<file path="src/rtl/ps2_note_decoder.sv">
// PS/2 set-2 scan-code to note half-period decoder.
// Last-pressed key wins; releasing the sounding key silences the output.
module ps2_note_decoder #(
    parameter int unsigned PREFIX_TIMEOUT = 1000000,
    parameter int unsigned TO_W           = 20
) (
    input  logic        clk,
    input  logic        reset,
    input  logic        scan_valid,
    input  logic [7:0]  scan_code,
    output logic [15:0] delay,
    output logic        note_on,
    output logic        note_change,
    output logic [7:0]  cur_code
);

    typedef enum logic [1:0] {
        IDLE,
        BRK,
        EXT,
        EXT_BRK
    } state_t;

    localparam logic [7:0]      CODE_BRK = 8'hF0;
    localparam logic [7:0]      CODE_EXT = 8'hE0;
    localparam logic [TO_W-1:0] TO_LAST  = TO_W'(PREFIX_TIMEOUT - 1);

    state_t          state_q, state_d;
    logic [TO_W-1:0] timer_q, timer_d;
    logic [15:0]     delay_q, delay_d;
    logic [7:0]      cur_q, cur_d;
    logic            note_on_q;
    logic            note_change_q;
    logic [15:0]     make_delay;

    // Every mapped note has a non-zero half-period, so zero doubles as "unmapped".
    function automatic logic [15:0] note_delay(input logic [7:0] code);
        case (code)
            8'h1A:   note_delay = 16'd23889;
            8'h1B:   note_delay = 16'd22548;
            8'h22:   note_delay = 16'd21283;
            8'h23:   note_delay = 16'd20088;
            8'h21:   note_delay = 16'd18961;
            8'h2A:   note_delay = 16'd17897;
            8'h34:   note_delay = 16'd16892;
            8'h3A:   note_delay = 16'd15944;
            8'h3B:   note_delay = 16'd15049;
            8'h41:   note_delay = 16'd14205;
            8'h42:   note_delay = 16'd13407;
            8'h49:   note_delay = 16'd12655;
            8'h15:   note_delay = 16'd47778;
            8'h1E:   note_delay = 16'd45096;
            8'h1D:   note_delay = 16'd42566;
            8'h26:   note_delay = 16'd40176;
            8'h24:   note_delay = 16'd37922;
            8'h2D:   note_delay = 16'd35794;
            8'h2E:   note_delay = 16'd33784;
            8'h3C:   note_delay = 16'd31888;
            8'h3D:   note_delay = 16'd30098;
            8'h43:   note_delay = 16'd28410;
            8'h3E:   note_delay = 16'd26814;
            8'h44:   note_delay = 16'd25310;
            default: note_delay = 16'd0;
        endcase
    endfunction

    assign make_delay = note_delay(scan_code);

    always_comb begin
        state_d = state_q;
        timer_d = '0;
        delay_d = delay_q;
        cur_d   = cur_q;
        if (scan_valid) begin
            // A prefix byte always restarts the sequence, whatever state it lands in.
            if (scan_code == CODE_BRK) begin
                state_d = (state_q == EXT) ? EXT_BRK : BRK;
            end else if (scan_code == CODE_EXT) begin
                state_d = EXT;
            end else begin
                state_d = IDLE;
                unique case (state_q)
                    IDLE: begin
                        if (make_delay != 16'd0 && scan_code != cur_q) begin
                            delay_d = make_delay;
                            cur_d   = scan_code;
                        end
                    end
                    BRK: begin
                        if (scan_code == cur_q) begin
                            delay_d = '0;
                            cur_d   = '0;
                        end
                    end
                    EXT, EXT_BRK: begin
                    end
                endcase
            end
        end else if (state_q != IDLE) begin
            if (timer_q == TO_LAST) begin
                state_d = IDLE;
            end else begin
                timer_d = timer_q + TO_W'(1);
            end
        end
    end

    always_ff @(posedge clk) begin
        if (reset) begin
            state_q       <= IDLE;
            timer_q       <= '0;
            delay_q       <= '0;
            cur_q         <= '0;
            note_on_q     <= 1'b0;
            note_change_q <= 1'b0;
        end else begin
            state_q       <= state_d;
            timer_q       <= timer_d;
            delay_q       <= delay_d;
            cur_q         <= cur_d;
            note_on_q     <= (delay_d != 16'd0);
            note_change_q <= (delay_d != delay_q);
        end
    end

    assign delay       = delay_q;
    assign note_on     = note_on_q;
    assign note_change = note_change_q;
    assign cur_code    = cur_q;

endmodule

</file>
<file path="config.mk">
export PLATFORM = sky130hd
export DESIGN_NAME = ps2_note_decoder
export DESIGN_NICKNAME = d
export VERILOG_FILES = /design/src/rtl/ps2_note_decoder.sv
export SDC_FILE = /design/constraint.sdc
export NUM_CORES = 1
export LEC_CHECK = 0
export BUFFER_PORTS_ARGS = -buffer_cell sky130_fd_sc_hd__buf_4
export CAP_MARGIN = 5
export CORE_MARGIN = 2
export CORE_UTILIZATION = 35
export DETAILED_ROUTE_END_ITERATION = 7
export SYNTH_ARGS = -nofsm -noshare
export SYNTH_HDL_FRONTEND = slang
export SYNTH_SLANG_ARGS = --single-unit
</file>
<file path="constraint.sdc">
create_clock -name clk -period 3.6 [get_ports clk]
set_input_delay 0.36 -clock clk [delete_from_list [all_inputs] [get_ports clk]]
set_output_delay 0.36 -clock clk [all_outputs]
set_load 0.05 [all_outputs]
</file>
Yosys cells after proc, flatten, opt, wreduce, memory -nomap -nowiden
Cells that the tools add are included.

Bits in registers: 48. Latch bits: 0. Bits in writable memories: 0. ROM bits: 0. Input bits: 11. Output and inout port bits: 26. Logic and storage cells: 71. Memories kept: 0.

$add $sub $neg: 1. $mul: 0. Div/mod/pow operators: 0. Magnitude comparators: 0. Equality and inequality tests: 34. Shifts and indexed selects: 0. Multiplexer cells: 16. Bitwise gates (word level): 3. Reductions and logical operators: 11.

Operators with widths (count): $pmux 16 s24 (1); $eq 8x6->1 const B (14); $mux 16 (5); $eq 8x5->1 const B (5); $eq 8x7->1 const B (5); $pmux 16 s2 (1); $reduce_bool 16->1 (2); $add 20x1->20 const B (1); $eq 20x20->1 const B (1); $eq 8x8->1 const B (2); $mux 8 (2); $ne 16x16->1 (1); $pmux 8 s2 (1); $mux 2 (6); $eq 8x8->1 (1); $ne 8x8->1 (1); $reduce_bool 2->1 (4); $reduce_and 6->1 (1); $ne 2x2->1 const B (2); $reduce_or 4->1 (1); $not 1->1 (3); $eq 2x1->1 const B (1); $eq 2x2->1 const B (1); $logic_not 2->1 (1); other kinds (2) (2).

Depth between registers and ports, before layout
Gate-level depths: netlist of run 1.

Depth in word-level cells: 10. Depth in mapped cells: 13. Mapped depth without buffers: 9.

Worst setup path after synthesis of run 1
Ideal clock, no wire load.

Path type: input to register. Start point: input scan_code[3]. End point: register note_on_q, in the netlist note_on. Setup time: 0.125 ns. Arrival time: 2.612 ns. Data required time: 3.475 ns. Slack: 0.863 ns. Cell stages on the path: 11. Path buffers: 2. Path through: buf_6 buf_6 and4b_4 a32o_1 or3_1 nor4b_2 a21boi_1 o21ai_1 a21oi_1 nand4_1 o41a_1.

Cells in the longest elaborated chain, start to end: 10. Elaborated cells on any way between the ends: 38. Those cells by class: eq/ne: 28; mux: 7; reduce/logical: 3.

Ends and longest elaborated chain: from (decl) (line 10) `input logic [7:0] scan_code,`; $eq 8x7->1 (tied with other cells) (line 38) `case (code)`; $pmux 16 s24 (line 38); $reduce_bool 16->1 (line 84) `if (make_delay != 16'd0 && scan_code != cur_q) begin`; $logic_and 1x1->1 (line 84); $mux 16 (line 84); $pmux 16 s2 (line 82) `unique case (state_q)`; $mux 16 (line 78) `end else if (scan_code == CODE_EXT) begin`; $mux 16 (*) (line 76) `if (scan_code == CODE_BRK) begin`; $mux 16 (*) (line 74) `if (scan_valid) begin`; $reduce_bool 16->1 (*) (line 121) `note_on_q <= (delay_d != 16'd0);`; to (signal assigned) (line 121); to (decl) (line 32) `logic note_on_q;`.

Every way passes the cells marked *; elsewhere a longest branch is shown, timed or not. A chain may end at the register's enable or synchronous reset.

Worst setup path in the final report of run 1
Start point: input scan_code[1]. End point: register note_on_q, in the netlist note_on.

Same word-level chain as after synthesis.

==> results.toml, run 1 <==
[outcome]
status = "completed"

[grt]
grt-busiest-layer = "met2"
antenna_found_initial = 0
use_met1 = 0.275
grt_use_met2 = 0.330
grt_pass1_vias = 3629
overflow = 0
grt_first_pass_wirelength_um = 18900
grt_use_met3 = 0.0408
grt_usage = 0.207
grt_max_degree = 29

[finish]
fin_cells = 645
syn_to_final_growth_pct = 13.6
final_nets = 520
n_antenna_cell = 0
fillerInstances = 1034
regArea_um2 = 961
multi_input_area_um2 = 2430
drive_gt1_frac = 0.157

[logic_synthesis]
ys_top_cells_by_count = "nor2_1, dfxtp_1, nand2_1, nand3_1, a21oi_1"
ys_types = 72
synth_largest_area_cell = "dfxtp_1"
avgSynthCellArea_um2 = 7.45
synth.area.top_cells = "dfxtp_1, nor2_1, nand3_1, nand2_1, a21oi_1"
synth_nets = 495
ys_seq_elements = 48
yosysMostFrequentCell = "nor2_1"
synth_area_um2 = 3600
synth.top_cell.area_share = 0.267
yosysWarnings = 0
seq_area_frac_synth = 0.267
synthFlopType = "dfxtp_1"
syn_inst = 483
synth-edff-count = 0
async_flop_share = 0

[route]
ant_nets = 0
avgViaCountPerCell = 6.01
wirelength_um = 11500
drt_first_pass_iters = 7
drtIter0Drc = 302
vias = 3878
wl_per_cell_um = 17.8
drc = 0

[timing]
fin_ws_ns = 0.555
hold_viol = 0
max_slew_margin = 0.340
max_freq_ghz = 0.328
tns_ns = 0
post-route-period-util = 0.846
worst-slew-pin-transition_ns = 0.989
fin_crit_ns = 3.05
rsz0062_at_grt = "false"
worst_clock_skew_ns = 0.0161
final-setup-viol-count = 0
maxSlewViolCount = 0

[critical_path]
end_kind = "register"
path_buf_inv = 1
reg2reg_depth = 8
timing.rr.end = "note_on"
critPathKind = "input port to register"
critPathLaunchType = "input port"
crit_top_cell = "o21ai_1"
critPathMaxFanout = 13
worst_ep_arrival_time_ns = 3.25
crit_slowest_cell = "nor2b_1"
cp_top_family = "compound AO/OA/AOI/OAI gates"
cp_data_required_time_ns = 3.81
cp_cell_sequence = "buf_4 > nor2b_1 > o21ai_1 > a21oi_1 > nor4_2 > a211oi_2 > o21ai_0 > o21ai_1 > nand4_1 > o41a_1"
slowest_delay_ns = 0.77
reg2reg_from = "cur_code[1]"
r2r_slack_ns = 0.69

[power_and_ir_drop]
switchingPower_mw = 0.369
seq_power_share = 0.478
peakVddDrop_mv = 0.124
pwr-share-clk = 0.305
power.total_mw = 1.15
p_comb_frac = 0.216
cellLeakagePower_nw = 1.49
power_density_nw_per_um2 = 282
p_sw_frac = 0.321
p_int_mw = 0.783

[floorplan]
io_pins = 37
die_h_um = 105
rows = 37
fp.coreArea_um2 = 10100
fp.dieW_um = 105
dieArea_um2 = 11100
start_util = 0.355

[cts]
clockBufferDepth = 2
cts_buffers = 5
cts.repair.resized = 0
post-cts-setup-buffers = 0
cts_tree = "done"
htreeDepth = 2
clkTransAtPathRegs_ns = 0.10
clock_latency_ns = 0.31
cts-root-buf = "clkbuf_8"
cts_hold_buf = 0
cts.sinks = 48

[placement]
place.gp.congestion = 1.01
place_inst = 637
hpwlAfterDp_um = 8460
io_buffers = 36
dp_slack_ns = 0.304

[worst_hold_path]
min_path_type = "input port to register"
worstHoldStart = "scan_valid"
hold_depth = 3
hold_end = "state_q[0]"

[job]
cap_violations = 0
through the flow:
| step | hold slack [ns] | instance area (um2) | utilization |
|---|---|---|---|
| after floorplan | 0.430 | 3600 | - |
| after global placement | 0.442 | 3990 | 0.393 |
| after detailed placement | 0.457 | 3990 | 0.393 |
| after CTS | 0.364 | 4090 | 0.403 |
| after global routing | 0.387 | 4090 | 0.403 |
| final | 0.368 | 4090 | 0.403 |
routing by layer:
layer  vias up  part of all wire  wire length (um)
li1       1831                 -                 -
met1      1801              0.42              4830
met2       208              0.46              5260
met3        38             0.088              1010
met4         0             0.034               396
met5         -                 0                 0
worst max-delay path by stage:
stage,startpoint,end,depth (start not counted)
floorplan,scan_code[3],note_on,11
global placement,scan_code[0],note_on,11
detailed placement,scan_code[1],note_on,10
CTS,scan_code[1],note_on,10
global route,scan_code[1],note_on,10
finish,scan_code[1],note_on,10
layout make-up:
type                            instances  area share
Clock buffer                            6      0.0202
Timing Repair Buffer                   53      0.0974
Multi-Input combinational cell        392       0.595
Inverter                                8     0.00735
Tap cell                              136      0.0417
Clock inverter                          2     0.00337
Sequential cell                        48       0.235
power groups by stage:
stage / Clock, mW / Sequential, mW / Combinational (mW)
floorplan: 0 / 0.596 / 0.141
global placement: 0 / 0.563 / 0.249
detailed placement: 0 / 0.564 / 0.243
CTS: 0.363 / 0.551 / 0.244
global route: 0.381 / 0.553 / 0.267
finish: 0.352 / 0.551 / 0.249
cell usage in the layout (no fill, tap or decap), drive strengths merged, types with 3 or more instances in the layout:
| master | n |
|---|---|
| nand4b | 3 |
| inv | 9 |
| nor3 | 10 |
| xnor2 | 17 |
| and3 | 12 |
| and4b | 3 |
| dfxtp | 48 |
| nand4 | 11 |
| nor4 | 8 |
| a22oi | 6 |
| or2 | 3 |
| nand3 | 37 |
| a32oi | 8 |
| a32o | 4 |
| or3 | 4 |
| xor2 | 11 |
| nor3b | 5 |
| clkbuf | 6 |
| nand2b | 8 |
| nor4b | 10 |
| o21ai | 22 |
| nor2b | 8 |
| a31oi | 6 |
| nand2 | 45 |
| a21oi | 31 |
| o211ai | 4 |
| o22ai | 6 |
| buf | 53 |
| nor2 | 66 |
| a211oi | 5 |
worst reg2reg max path: stages (launching register included):
cell     delay (ns)
dfxtp_1        0.40
xnor2_1        0.14
nand4_1        0.14
or2_2          0.40
a21oi_1        0.76
o21ai_0        0.20
a21oi_1        0.26
nand4_1        0.16
o41a_1         0.35
cell families after synthesis:
group,after synthesis,synth area share
compound gates,116,0.226
xor+xnor,28,0.0682
fa+ha+maj,1,0.00348
buf+inv,43,0.0574
flops,48,0.267
mux,1,0.00278
simple gates,246,0.375
sequential cells by signal, indices dropped and copies added, names as in the netlist:
signal       flops
state_q          2
note_change      1
cur_code         8
timer_q         20
delay           16
note_on          1
No activity file was read; power rests on OpenSTA's default activity.
==> run 2, diff against run 1 <==
Settings changed: ABC_AREA set to 1.
Clock period 3.6 ns to 3.1 ns, I/O delays scaled along.
==> results.toml, run 2 <==
[logic_synthesis]
avgSynthCellArea_um2 = 5.76
synth_area_um2 = 3630
synth-edff-count = 0
yosysMostFrequentCell = "nand2_1"
ys_seq_elements = 48
ys_top_cells_by_count = "nand2_1, nor2_1, nand3_1, inv_1, dfxtp_1"
ys_types = 36
yosysWarnings = 0
synth_largest_area_cell = "dfxtp_1"
synth.top_cell.area_share = 0.265
synth.area.top_cells = "dfxtp_1, nand2_1, nand3_1, nor2_1, inv_1"
synthFlopType = "dfxtp_1"
seq_area_frac_synth = 0.265
synth_nets = 643
syn_inst = 631
async_flop_share = 0

[grt]
overflow = 0
grt_max_degree = 29
grt_usage = 0.177
grt_first_pass_wirelength_um = 16300
grt_pass1_vias = 3708
antenna_found_initial = 0

[route]
drt_first_pass_iters = 5
wl_per_cell_um = 12.1
avgViaCountPerCell = 5.01
vias = 4011
drc = 0
ant_nets = 0
wirelength_um = 9720
drtIter0Drc = 173

[power_and_ir_drop]
cellLeakagePower_nw = 2.05
peakVddDrop_mv = 0.165
power.total_mw = 1.39
power_density_nw_per_um2 = 338

[critical_path]
endpoint = "note_change"
cp_top_family = "simple AND/OR/NAND/NOR gates"
r2r_slack_ns = 0.67
cp.depth = 20
reg2reg_from = "cur_code[2]"
end_kind = "register"
cp_data_required_time_ns = 3.29
slowest_delay_ns = 0.66
critPathMaxFanout = 28
reg2reg_depth = 10
critPathLaunchType = "input port"
worst_ep_arrival_time_ns = 2.88
crit_slowest_cell = "nor2_2"
critPathKind = "input port to register"
cp_cell_sequence = "buf_4 > inv_2 > nand2_1 > inv_2 > nand2_1 > nor3_1 > nor2_1 > inv_1 > nor2_2 > nand2_1 > inv_2 > nand2_1 > clkinv_1 > nand2_1 > nand3_1 > nand2_1 > nor2_1 > nand2_1 > nor2_1 > a21oi_1"
crit_top_cell = "nand2_1"
cp-startpoint = "scan_code[1]"
timing.rr.end = "cur_code[6]"
path_buf_inv = 6

[finish]
final_core_util = 0.404
final_cell_area_um2 = 4110
fin_cells = 800
n_antenna_cell = 0
drive_gt1_frac = 0.146
layout_common_cells = "nand2_1, nor2_1, nand3_1"
final_nets = 675
regMostFlops = "timer_q"
syn_to_final_growth_pct = 13.2
final_common_cell = "nand2_1"
largest_reg_flops = 20

[outcome]
status = "completed"

[cts]
clockBufferDepth = 2
cts.sinks = 48
cts.repair.resized = 0
post-cts-setup-buffers = 0
cts_buffers = 5
cts-root-buf = "clkbuf_8"
htreeDepth = 2
cts_tree = "done"
cts_hold_buf = 0
clock_latency_ns = 0.31
clkTransAtPathRegs_ns = 0.09

[floorplan]
fp.dieW_um = 106
io_pins = 37
die_h_um = 106
fp.coreArea_um2 = 10200
rows = 37
dieArea_um2 = 11200
start_util = 0.357

[timing]
max_slew_margin = 0.409
fin_crit_ns = 2.69
rsz0062_at_grt = "false"
tns_ns = 0
fin_ws_ns = 0.411
post-route-period-util = 0.867
final-setup-viol-count = 0
maxSlewViolCount = 0
worst_clock_skew_ns = 0.00278
hold_slack_ns = 0.273
hold_viol = 0
worst-slew-pin-transition_ns = 0.886
max_freq_ghz = 0.372

[job]
cap_violations = 0

[placement]
place_inst = 792
hpwlAfterDp_um = 7570
place_area_um2 = 4020
place.gp.congestion = 0.916
io_buffers = 36
dp_slack_ns = 0.0839

[worst_hold_path]
hold_depth = 3
min_path_type = "input port to register"
worstHoldStart = "scan_valid"
## run 2: cell types whose count changed after synthesis, moves of 8 or more
cell | previous run | this run
a32oi_1 | 8 | 0
and3_1 | 12 | 1
clkbuf_1 | 17 | 5
inv_1 | 8 | 62
inv_2 | 0 | 11
nand2_1 | 45 | 189
nand2_2 | 0 | 18
nand2b_1 | 8 | 0
nand3_1 | 37 | 80
nor2_1 | 66 | 93
nor2b_1 | 8 | 0
xnor2_1 | 17 | 4
## run 2: how the worst min path moves through the flow
stage | endpoint
finish | state_q[1]
global placement | timer_q[0]
detailed placement | timer_q[0]
CTS | state_q[1]
global route | state_q[1]
floorplan | timer_q[0]
## run 2: final cells by class
cell class	count	area, um2
Clock buffer	6	82.6
Clock inverter	2	10.0
Fill cell	1110	6070
Inverter	74	278
Multi-Input combinational cell	494	2310
Sequential cell	48	961
Tap cell	136	170
Timing Repair Buffer	40	300
## run 2: worst reg2reg max path, cell delays in order, from the launching register on
cell and delay [ns]:
dfxtp_1 0.39, or2_2 0.14, nand4_1 0.09, nor2_1 0.25, nand2_2 0.30, nand2_8 0.24, inv_1 0.11, o21ai_1 0.39
inv_1 0.21, nand3_1 0.12, a21oi_1 0.07
## run 2: cell families after synthesis
| logic type | Yosys count | synth area share |
|---|---|---|
| simple gates | 434 | 0.537 |
| buf+inv | 89 | 0.0995 |
| flops | 48 | 0.265 |
| fa+ha+maj | 1 | 0.00344 |
| compound gates | 50 | 0.0734 |
| xor+xnor | 9 | 0.0217 |
## run 2: per-layer routing
metal / global-route usage / share of wire
met1: 0.224 / 0.45
met2: 0.301 / 0.48
met3: 0.0309 / 0.048
met4: 0.0620 / 0.019
met5: 0 / 0
## run 2: power by group
part / internal, mW / leakage [nW] / switching [mW] / total [mW]
sequential: 0.634 / 0.389 / 0.0173 / 0.651
combinational: 0.110 / 1.61 / 0.239 / 0.349
clock: 0.178 / 0.0510 / 0.212 / 0.390
total: 0.922 / 2.05 / 0.468 / 1.39
==> run 3, diff against run 2 <==
Settings changed: CTS_BUF_LIST set to sky130_fd_sc_hd__clkbuf_16, PLACE_DENSITY set to 0.61.
==> results.toml, run 3 (synthesis gave the netlist of run 2 again) <==
[cts]
htreeDepth = 2
cts-root-buf = "clkbuf_16"
cts_tree = "done"
cts_hold_buf = 0
cts.sinks = 48
clock_latency_ns = 0.29
clkTransAtPathRegs_ns = 0.07
clockBufferDepth = 2
post-cts-setup-buffers = 0
cts_buffers = 5
cts.repair.resized = 0

[finish]
final_common_cell = "nand2_1"
n_antenna_cell = 0
layout_common_cells = "nand2_1, nor2_1, nand3_1"
fin_cells = 800
final_nets = 675
drive_gt1_frac = 0.145
regMostFlops = "timer_q"
largest_reg_flops = 20
final_core_util = 0.412
syn_to_final_growth_pct = 15.4

[timing]
maxSlewViolCount = 0
final-setup-viol-count = 0
fin_ws_ns = 0.603
worst_clock_skew_ns = 0.0128
rsz0062_at_grt = "false"
hold_slack_ns = 0.296
worst-slew-pin-transition_ns = 0.752
tns_ns = 0
post-route-period-util = 0.805
max_freq_ghz = 0.401
fin_crit_ns = 2.50
hold_viol = 0
max_slew_margin = 0.497

[power_and_ir_drop]
power_density_nw_per_um2 = 386
peakVddDrop_mv = 0.272
cellLeakagePower_nw = 2.08

[route]
wirelength_um = 10000
top_layer = "met4"
route.met2.wl_um = 4770
drc = 0
drt_first_pass_iters = 5
vias = 3997
ant_nets = 0
wl_per_cell_um = 12.5
wl_met1_um = 4590
drtIter0Drc = 216
routed-wl-met3_um = 486
avgViaCountPerCell = 5.00

[placement]
dp_slack_ns = 0.0444
hpwlAfterDp_um = 7740
place_inst = 792
place.gp.congestion = 0.894
io_buffers = 36

[job]
cap_violations = 0

[critical_path]
end_kind = "register"
cp-startpoint = "scan_code[0]"
reg2reg_from = "timer_q[0]"
critPathMaxFanout = 28
cp_data_required_time_ns = 3.27
critPathKind = "input port to register"
critPathLaunchType = "input port"
reg2reg_depth = 10
worst_ep_arrival_time_ns = 2.66

[worst_hold_path]
min_path_type = "input port to register"
worstHoldStart = "scan_valid"
hold_depth = 3

[grt]
overflow = 0
grt_first_pass_wirelength_um = 16800
grt_pass1_vias = 3749
grt_max_degree = 29
antenna_found_initial = 0
grt_usage = 0.181

[floorplan]
fp.coreArea_um2 = 10200
io_pins = 37
fp.dieW_um = 106
die_h_um = 106
rows = 37
dieArea_um2 = 11200
start_util = 0.357

[outcome]
status = "completed"
-- run 3: metal layers --
layer / up-vias / GRT usage
met1: 1814 / 0.237
li1: 2068 / -
met3: 17 / 0.0241
met4: 0 / 0.0536
met2: 98 / 0.311
met5: - / 0
-- run 3: through the flow --
step	area (um2)	power, mW
after floorplan	3630	0.922
after global placement	4020	1.01
after detailed placement	4020	1.01
after CTS	4190	1.63
after global routing	4190	1.71
final	4190	1.62
-- run 3: report_power, final --
| part | switching (mW) | internal [mW] | total [mW] |
|---|---|---|---|
| clock | 0.238 | 0.379 | 0.617 |
| sequential | 0.0177 | 0.634 | 0.652 |
| combinational | 0.241 | 0.110 | 0.351 |
-- run 3: final cells by class --
type,instances,area (um2)
clock inverter,3,42.5
multi-input combinational,494,2310
clock buffer,5,125
timing repair buffer,40,300
sequential,48,961
fill,1142,5990
tap,136,170
inverter,74,278
-- run 3: worst paths after layout --
path | to | slack [ns]
max reg2reg | timer_q[19] | 0.70
max | note_change | 0.60
min | state_q[1] | 0.30
min reg2reg | timer_q[0] | 0.45
-- run 3: worst max-delay path, cell delays in order --
cell and delay (ns):
buf_4 0.11, inv_2 0.05, nand2_1 0.10, inv_2 0.05, nand2_1 0.09, nor3_1 0.07
nor2_1 0.10, inv_1 0.07, nor2_4 0.43, nand2_1 0.20, inv_2 0.38, nand2_1 0.12
clkinv_1 0.09, nand2_1 0.05, nand3_1 0.06, nand2_1 0.06, nor2_1 0.10, nand2_1 0.06
nor2_1 0.08, a21oi_1 0.07
